===== config.mk =====
export PLATFORM = sky130hd
export DESIGN_NAME = axis_pkt_arbiter
export DESIGN_NICKNAME = d
export VERILOG_FILES = /design/src/rtl/axis_pkt_arbiter_pkg.sv /design/src/rtl/axis_rr_pick.sv /design/src/rtl/axis_pkt_arbiter.sv
export SDC_FILE = /design/constraint.sdc
export NUM_CORES = 1
export LEC_CHECK = 0
export CORE_ASPECT_RATIO = 0.6
export CORE_UTILIZATION = 35
export CTS_BUF_LIST = sky130_fd_sc_hd__clkbuf_4 sky130_fd_sc_hd__clkbuf_8
export DETAILED_ROUTE_END_ITERATION = 10
export PLACE_DENSITY_LB_ADDON = 0.08
export SLEW_MARGIN = 15
export SYNTH_ARGS = -nofsm -noshare
export SYNTH_HDL_FRONTEND = slang
export SYNTH_HIERARCHICAL = 1
export SYNTH_SLANG_ARGS = --single-unit

===== constraint.sdc =====
create_clock -name ACLK -period 3.7 [get_ports ACLK]
set_clock_uncertainty 0.05 [all_clocks]
set_input_delay 0.74 -clock ACLK [delete_from_list [all_inputs] [get_ports ACLK]]
set_output_delay 0.74 -clock ACLK [all_outputs]
set_load 0.01 [all_outputs]

===== src/rtl/axis_pkt_arbiter_pkg.sv =====
`default_nettype none
// ----------------------------------------------------------------------------
// axis_pkt_arbiter_pkg : state encoding and width helpers for the packet arbiter
// Rev 1.0
// ----------------------------------------------------------------------------
package axis_pkt_arbiter_pkg;

  typedef enum logic [0:0] {
    IDLE = 1'b0,
    XFER = 1'b1
  } state_t;

  function automatic int clog2(input int n);
    int r;
    r = 0;
    for (int i = 0; i < 31; i++) begin
      if ((1 << i) < n) r = i + 1;
    end
    return r;
  endfunction

  function automatic int grant_width(input int n);
    return (clog2(n) < 1) ? 1 : clog2(n);
  endfunction

endpackage
`default_nettype wire


===== src/rtl/axis_rr_pick.sv =====
`default_nettype none
// ----------------------------------------------------------------------------
// axis_rr_pick : first requester at or after base, searching modulo N
// Rev 1.0
// ----------------------------------------------------------------------------
module axis_rr_pick #(
  parameter int N = 2,
  parameter int W = 1
) (
  input  logic [N-1:0] req,
  input  logic [W-1:0] base,
  output logic [W-1:0] idx,
  output logic         found
);

  logic [W-1:0] cand;

  // Walk from the farthest offset back to base so the nearest requester wins.
  always_comb begin
    idx   = '0;
    found = 1'b0;
    cand  = '0;
    for (int k = N - 1; k >= 0; k--) begin
      cand = W'((int'(base) + k) % N);
      if (req[cand]) begin
        idx   = cand;
        found = 1'b1;
      end
    end
  end

endmodule
`default_nettype wire


===== src/rtl/axis_pkt_arbiter.sv =====
`default_nettype none
// ----------------------------------------------------------------------------
// axis_pkt_arbiter : packet-locked round-robin merge of AXI4-Stream sources
// Rev 1.0
// ----------------------------------------------------------------------------
module axis_pkt_arbiter
  import axis_pkt_arbiter_pkg::*;
#(
  parameter int C_NUM_SLAVES  = 2,
  parameter int C_TDATA_WIDTH = 32,
  parameter int C_CNT_WIDTH   = 16
) (
  input  logic                                   ACLK,
  input  logic                                   ARESETN,
  input  logic [C_NUM_SLAVES-1:0]                S_AXIS_TVALID,
  input  logic [C_NUM_SLAVES*C_TDATA_WIDTH-1:0]  S_AXIS_TDATA,
  input  logic [C_NUM_SLAVES*C_TDATA_WIDTH/8-1:0] S_AXIS_TKEEP,
  input  logic [C_NUM_SLAVES-1:0]                S_AXIS_TLAST,
  output logic [C_NUM_SLAVES-1:0]                S_AXIS_TREADY,
  input  logic [C_NUM_SLAVES-1:0]                S_DONE,
  output logic                                   M_AXIS_TVALID,
  output logic [C_TDATA_WIDTH-1:0]               M_AXIS_TDATA,
  output logic [C_TDATA_WIDTH/8-1:0]             M_AXIS_TKEEP,
  output logic                                   M_AXIS_TLAST,
  input  logic                                   M_AXIS_TREADY,
  output logic [grant_width(C_NUM_SLAVES)-1:0]   GRANT,
  output logic [C_CNT_WIDTH-1:0]                 PKT_CNT,
  output logic                                   DONE
);

  localparam int KW = C_TDATA_WIDTH / 8;
  localparam int GW = grant_width(C_NUM_SLAVES);
  localparam logic [GW-1:0] LAST_IDX = GW'(C_NUM_SLAVES - 1);

  state_t        state, state_nxt;
  logic [GW-1:0] last_grant, grant_nxt;
  logic [GW-1:0] pick_base, pick_idx;
  logic          pick_found;
  logic          eop;

  // One picker serves both searches: from last_grant+1 when idle, GRANT+1 at end of packet.
  assign pick_base = (state == XFER) ? (GRANT + GW'(1)) : (last_grant + GW'(1));

  axis_rr_pick #(
    .N (C_NUM_SLAVES),
    .W (GW)
  ) u_pick (
    .req   (S_AXIS_TVALID),
    .base  (pick_base),
    .idx   (pick_idx),
    .found (pick_found)
  );

  always_comb begin
    state_nxt     = state;
    grant_nxt     = GRANT;
    eop           = 1'b0;
    M_AXIS_TVALID = 1'b0;
    M_AXIS_TDATA  = '0;
    M_AXIS_TKEEP  = '0;
    M_AXIS_TLAST  = 1'b0;
    S_AXIS_TREADY = '0;
    if (ARESETN) begin
      case (state)
        IDLE: begin
          if (pick_found) begin
            grant_nxt = pick_idx;
            state_nxt = XFER;
          end
        end
        XFER: begin
          M_AXIS_TVALID        = S_AXIS_TVALID[GRANT];
          M_AXIS_TDATA         = S_AXIS_TDATA[GRANT*C_TDATA_WIDTH +: C_TDATA_WIDTH];
          M_AXIS_TKEEP         = S_AXIS_TKEEP[GRANT*KW +: KW];
          M_AXIS_TLAST         = S_AXIS_TLAST[GRANT];
          S_AXIS_TREADY[GRANT] = M_AXIS_TREADY;
          eop = M_AXIS_TVALID && M_AXIS_TREADY && M_AXIS_TLAST;
          if (eop) begin
            if (pick_found) grant_nxt = pick_idx;
            else            state_nxt = IDLE;
          end
        end
        default: state_nxt = IDLE;
      endcase
    end
  end

  always_ff @(posedge ACLK) begin
    if (!ARESETN) begin
      state      <= IDLE;
      GRANT      <= '0;
      last_grant <= LAST_IDX;
      PKT_CNT    <= '0;
      DONE       <= 1'b0;
    end else begin
      state <= state_nxt;
      GRANT <= grant_nxt;
      DONE  <= (&S_DONE) && (state == IDLE) && !(|S_AXIS_TVALID);
      if (eop) begin
        PKT_CNT    <= PKT_CNT + C_CNT_WIDTH'(1);
        last_grant <= GRANT;
      end
    end
  end

endmodule
`default_nettype wire

## Word-level counts from Yosys, hierarchy flattened

Cells that the tools add are included.

| storage, ports and cells | value |
|---|---|
| register bits | 20 |
| bits in latches | 0 |
| memory bits (writable) | 0 |
| bits in read-only memories | 0 |
| bits of input ports | 81 |
| output and inout bits | 58 |
| word-level logic and storage cells | 59 |
| memories | 0 |

| cells by class | value |
|---|---|
| $add $sub $neg | 4 |
| multipliers | 0 |
| div/mod/pow operators | 0 |
| order comparisons | 4 |
| eq/ne operators | 1 |
| shift operators | 2 |
| muxes and demuxes | 33 |
| bitwise gates (word level) | 2 |
| reductions and logical operators | 8 |

Operator list:

| kind | count |
|---|---|
| two-way mux 32 bit | 2 |
| indexed part select 64 x 7 -> 32 bit | 1 |
| two-way mux 1 bit | 24 |
| adder 16 x 1 -> 16 bit, second input constant | 1 |
| two-way mux 4 bit | 2 |
| indexed part select 8 x 4 -> 4 bit | 1 |
| less-than comparator 1 x 2 -> 1 bit, second input constant | 3 |
| logical AND 1 bit | 5 |
| two-way mux 2 bit | 2 |
| case mux 1 bit (2 select lines) | 2 |
| adder 1 bit, second input constant | 3 |
| AND 2 bit | 1 |
| != test 2 x 1 -> 1 bit, second input constant | 1 |
| AND reduction 2 bit | 1 |
| OR reduction 2 bit | 1 |
| demux 1 bit (select 1 bit) | 1 |
| greater-or-equal comparator 1 bit, second input constant | 1 |
| logical NOT 1 bit | 1 |
| inverter 1 bit | 1 |

## Logic depth before layout (Yosys ltp)

| depth | value |
|---|---|
| word-level depth | 10 |
| depth in mapped cells | 8 |
| gate-level depth less buffers | 6 |

## Modules after synthesis

The synthesis kept the hierarchy.

Modules (own cells, without submodules):

| module | times used | cells an instance | area an instance (sq um) | seq. area each (sq um) |
|---|---|---|---|---|
| axis_pkt_arbiter | 1 | 207 | 1574.0 | 400.4 |
| axis_rr_pick | 1 | 3 | 17.5 | 0.0 |

## Least setup slack after synthesis

Ideal clock, no wire load.

| timing | value |
|---|---|
| kind | in2out |
| start point | input port ARESETN |
| end point | output port M_AXIS_TDATA[14] |
| arrival | 1.641 ns |
| required time | 2.910 ns |
| setup slack | 1.269 ns |
| stages on the path | 5 |
| path buffers | 3 |
| cell sequence | buf_2 nand2_1 clkbuf_1 clkbuf_1 nor2_1 |

| between the ends | value |
|---|---|
| cells in the longest elaborated chain, start to end | 1 |

RTL lines:

| element | line | text |
|---|---|---|
| start, declared | axis_pkt_arbiter.sv:14 | `input logic ARESETN,` |
| two-way mux 32 bit | axis_pkt_arbiter.sv:63 | `if (ARESETN) begin` |
| end, declared | axis_pkt_arbiter.sv:22 | `output logic [C_TDATA_WIDTH-1:0] M_AXIS_TDATA,` |

No other way between the ends.

## Final worst setup path

| timing | value |
|---|---|
| start point | input port ARESETN |
| end point | output port M_AXIS_TKEEP[0] |

| between the ends | value |
|---|---|
| cells in the longest elaborated chain, start to end | 1 |

RTL lines:

| element | line | text |
|---|---|---|
| two-way mux 4 bit | axis_pkt_arbiter.sv:63 |  |
| end, declared | axis_pkt_arbiter.sv:23 | `output logic [C_TDATA_WIDTH/8-1:0] M_AXIS_TKEEP,` |

No other way between the ends.

==> flow_summary.json <==
{
  "cp-end-kind": "primary output",
  "core.rowCount": 18,
  "worstPathMaxFanout": 38,
  "fmax_ghz": 0.323,
  "syn-num-nets": 292,
  "drc": 0,
  "power.leakage_uw": 0.00107,
  "antenna_found_initial": 0,
  "drive_gt1_frac": 0.0352,
  "firstDrtPassIters": 4,
  "rsz0062_at_grt": "no",
  "finalHoldViolations": 0,
  "yosys_warnings": 6,
  "track_usage": 0.244,
  "min_from": "PKT_CNT[15]$_SDFFE_PN0P_",
  "clk_pin_slew_ps": 70,
  "routed_wl_um": 6020,
  "numCtsBuffers": 3,
  "fin_crit_sh": 0.838,
  "synthCells": 210,
  "hp-class": "reg2reg",
  "first_iter_violations": 93,
  "worstRegToRegCells": 4,
  "crit_required_ps": 2910,
  "vias_per_cell": 4.93,
  "start_kind": "input pin",
  "worst-slew-pin-transition_ps": 742,
  "floorplan.core_area_mm2": 0.00423,
  "maxSlewViolCount": 0,
  "hold_end": "PKT_CNT[15]$_SDFFE_PN0P_",
  "avgRoutedWirePerCell_um": 15.0,
  "critPathKind": "in2out",
  "place_congestion": 0.763,
  "arrival_ps": 2310,
  "grt_max_degree": 39,
  "vias": 1978,
  "grt_pass1_wl_um": 8830,
  "synth_cell_types": 35,
  "io_buffers": 138,
  "hpwl_um": 4860,
  "post-cts-setup-buffers": 0,
  "cts-root-buf": "clkbuf_8",
  "antenna_cells": 0,
  "globalRoute.totalOverflow": 0,
  "design_area_mm2": 0.00307,
  "cts.repair.resized": 0,
  "ys_seq_area_frac": 0.252,
  "status": "completed",
  "worst_r2r_endpoint": "PKT_CNT[7]$_SDFFE_PN0P_",
  "cap_viol_max_count": 0,
  "ios": 139,
  "cellPowerDensity_mw_per_mm2": 202,
  "synthArstFlopShare": 0,
  "ys_seq_elements": 20,
  "min_path_cells": 2,
  "peakVddDrop_mv": 0.177,
  "fp.dieH_um": 54.2,
  "cts_tree": "yes",
  "grt_pass1_vias": 1735,
  "synth_edf_count": 0,
  "die_area_mm2": 0.00483,
  "syn_area_mm2": 0.00159,
  "avgSynthCellArea_um2": 7.58,
  "fin_nets": 424,
  "r2r_start": "GRANT$_SDFFE_PN0P_",
  "postCtsHoldBufs": 0,
  "reg2reg_slack_ps": 1500,
  "period_needed_ps": 3100,
  "initial_core_util": 0.376,
  "cts.path.max_buffers": 2,
  "area_delta_synth_final_pct": 92.9,
  "ant_nets": 0,
  "fin_setup_tns_ps": 0,
  "clk_latency_ps": 260,
  "h-tree-depth": 1,
  "clkSinkCount": 20,
  "placed_area_mm2": 0.00302,
  "setup_viol": 0,
  "synth_flop_cell": "dfxtp_1",
  "die_w_um": 89.1,
  "relSlewSlack": 0.506
}
placed cells by master (no fill, tap or decap), drive strengths merged, types with 2 or more instances in the layout:
cell type	n
buf	4
inv	6
mux2i	47
nor2	46
nand2b	5
dfxtp	20
a31oi	2
or3	2
xnor2	2
nand3	7
o31ai	5
clkdlybuf4s50	138
nand4	7
or2	2
clkbuf	4
nor4	2
nand2	14
a21oi	10
or4	5
worst max path at each step:
stage | start | end | cells after the start
2_1_floorplan | ARESETN | M_AXIS_TDATA[14] | 5
3_3_place_gp | M_AXIS_TREADY | S_AXIS_TREADY[1] | 4
3_5_place_dp | ARESETN | M_AXIS_TKEEP[0] | 5
4_1_cts | ARESETN | M_AXIS_TKEEP[0] | 5
5_1_grt | ARESETN | M_AXIS_TDATA[0] | 5
6_report | ARESETN | M_AXIS_TKEEP[0] | 5
kinds of logic after synthesis:
family,count (synthesis),share of synthesized area
xor+xnor,2,0.0110
buf+inv,21,0.0542
simple gates,95,0.285
fa+ha+maj,1,0.00786
mux,47,0.296
flops,20,0.252
compound gates,24,0.0951
area by class of cell:
cell class / count / area [um^2]
Sequential cell: 20 / 402
Tap cell: 60 / 75.1
Inverter: 6 / 22.5
Multi-Input combinational cell: 169 / 1100
Timing Repair Buffer: 142 / 1410
Clock buffer: 4 / 55.1
Fill cell: 348 / 1160
routing by layer:
| metal | up-vias | track usage | share of wire |
|---|---|---|---|
| met1 | 886 | 0.316 | 0.43 |
| li1 | 1005 | - | - |
| met4 | 0 | 0.0212 | 0.0068 |
| met3 | 4 | 0.0694 | 0.087 |
| met2 | 83 | 0.428 | 0.48 |
| met5 | - | 0 | 0 |
per-stage QoR:
stage,utilization,total power [uW],hold WS (ps),worst slack (ps),instances
2_1_floorplan,-,316,391,1270,210
3_3_place_gp,0.712,457,411,628,397
3_5_place_dp,0.712,460,420,579,397
4_1_cts,0.725,622,433,579,401
5_1_grt,0.725,649,454,511,401
6_report,0.725,622,435,601,401
critical path, stage by stage:
cell and delay (ps):
clkdlybuf4s50_1 500, nand2_1 70, buf_4 270, nor2_1 150, clkdlybuf4s50_1 570
registers in the layout, summed over array words and instances (netlist names):
register,count
DONE,1
GRANT,1
PKT_CNT,16
last_grant,1
state,1
synth_stat cells, drive strengths merged, types with 2 or more instances:
cell type  count  area (um^2)
mux2i         47          470
nor2          46          173
dfxtp         20          400
nand2         14         52.6
a21oi         10         50.1
buf            8         37.5
clkbuf         7         26.3
nand3          7         35.0
nand4          7         50.1
inv            6         22.5
nand2b         5         31.3
o31ai          5         37.5
or4            5         37.5
a31oi          2         12.5
nor4           2         12.5
or2            2         12.5
or3            2         12.5
xnor2          2         17.5
power breakdown:
part	internal, uW	switching [uW]
clock	94.7	71.5
sequential	218	12.4
combinational	148	77.9
total	460	162
(Power assumes the default switching activity.)
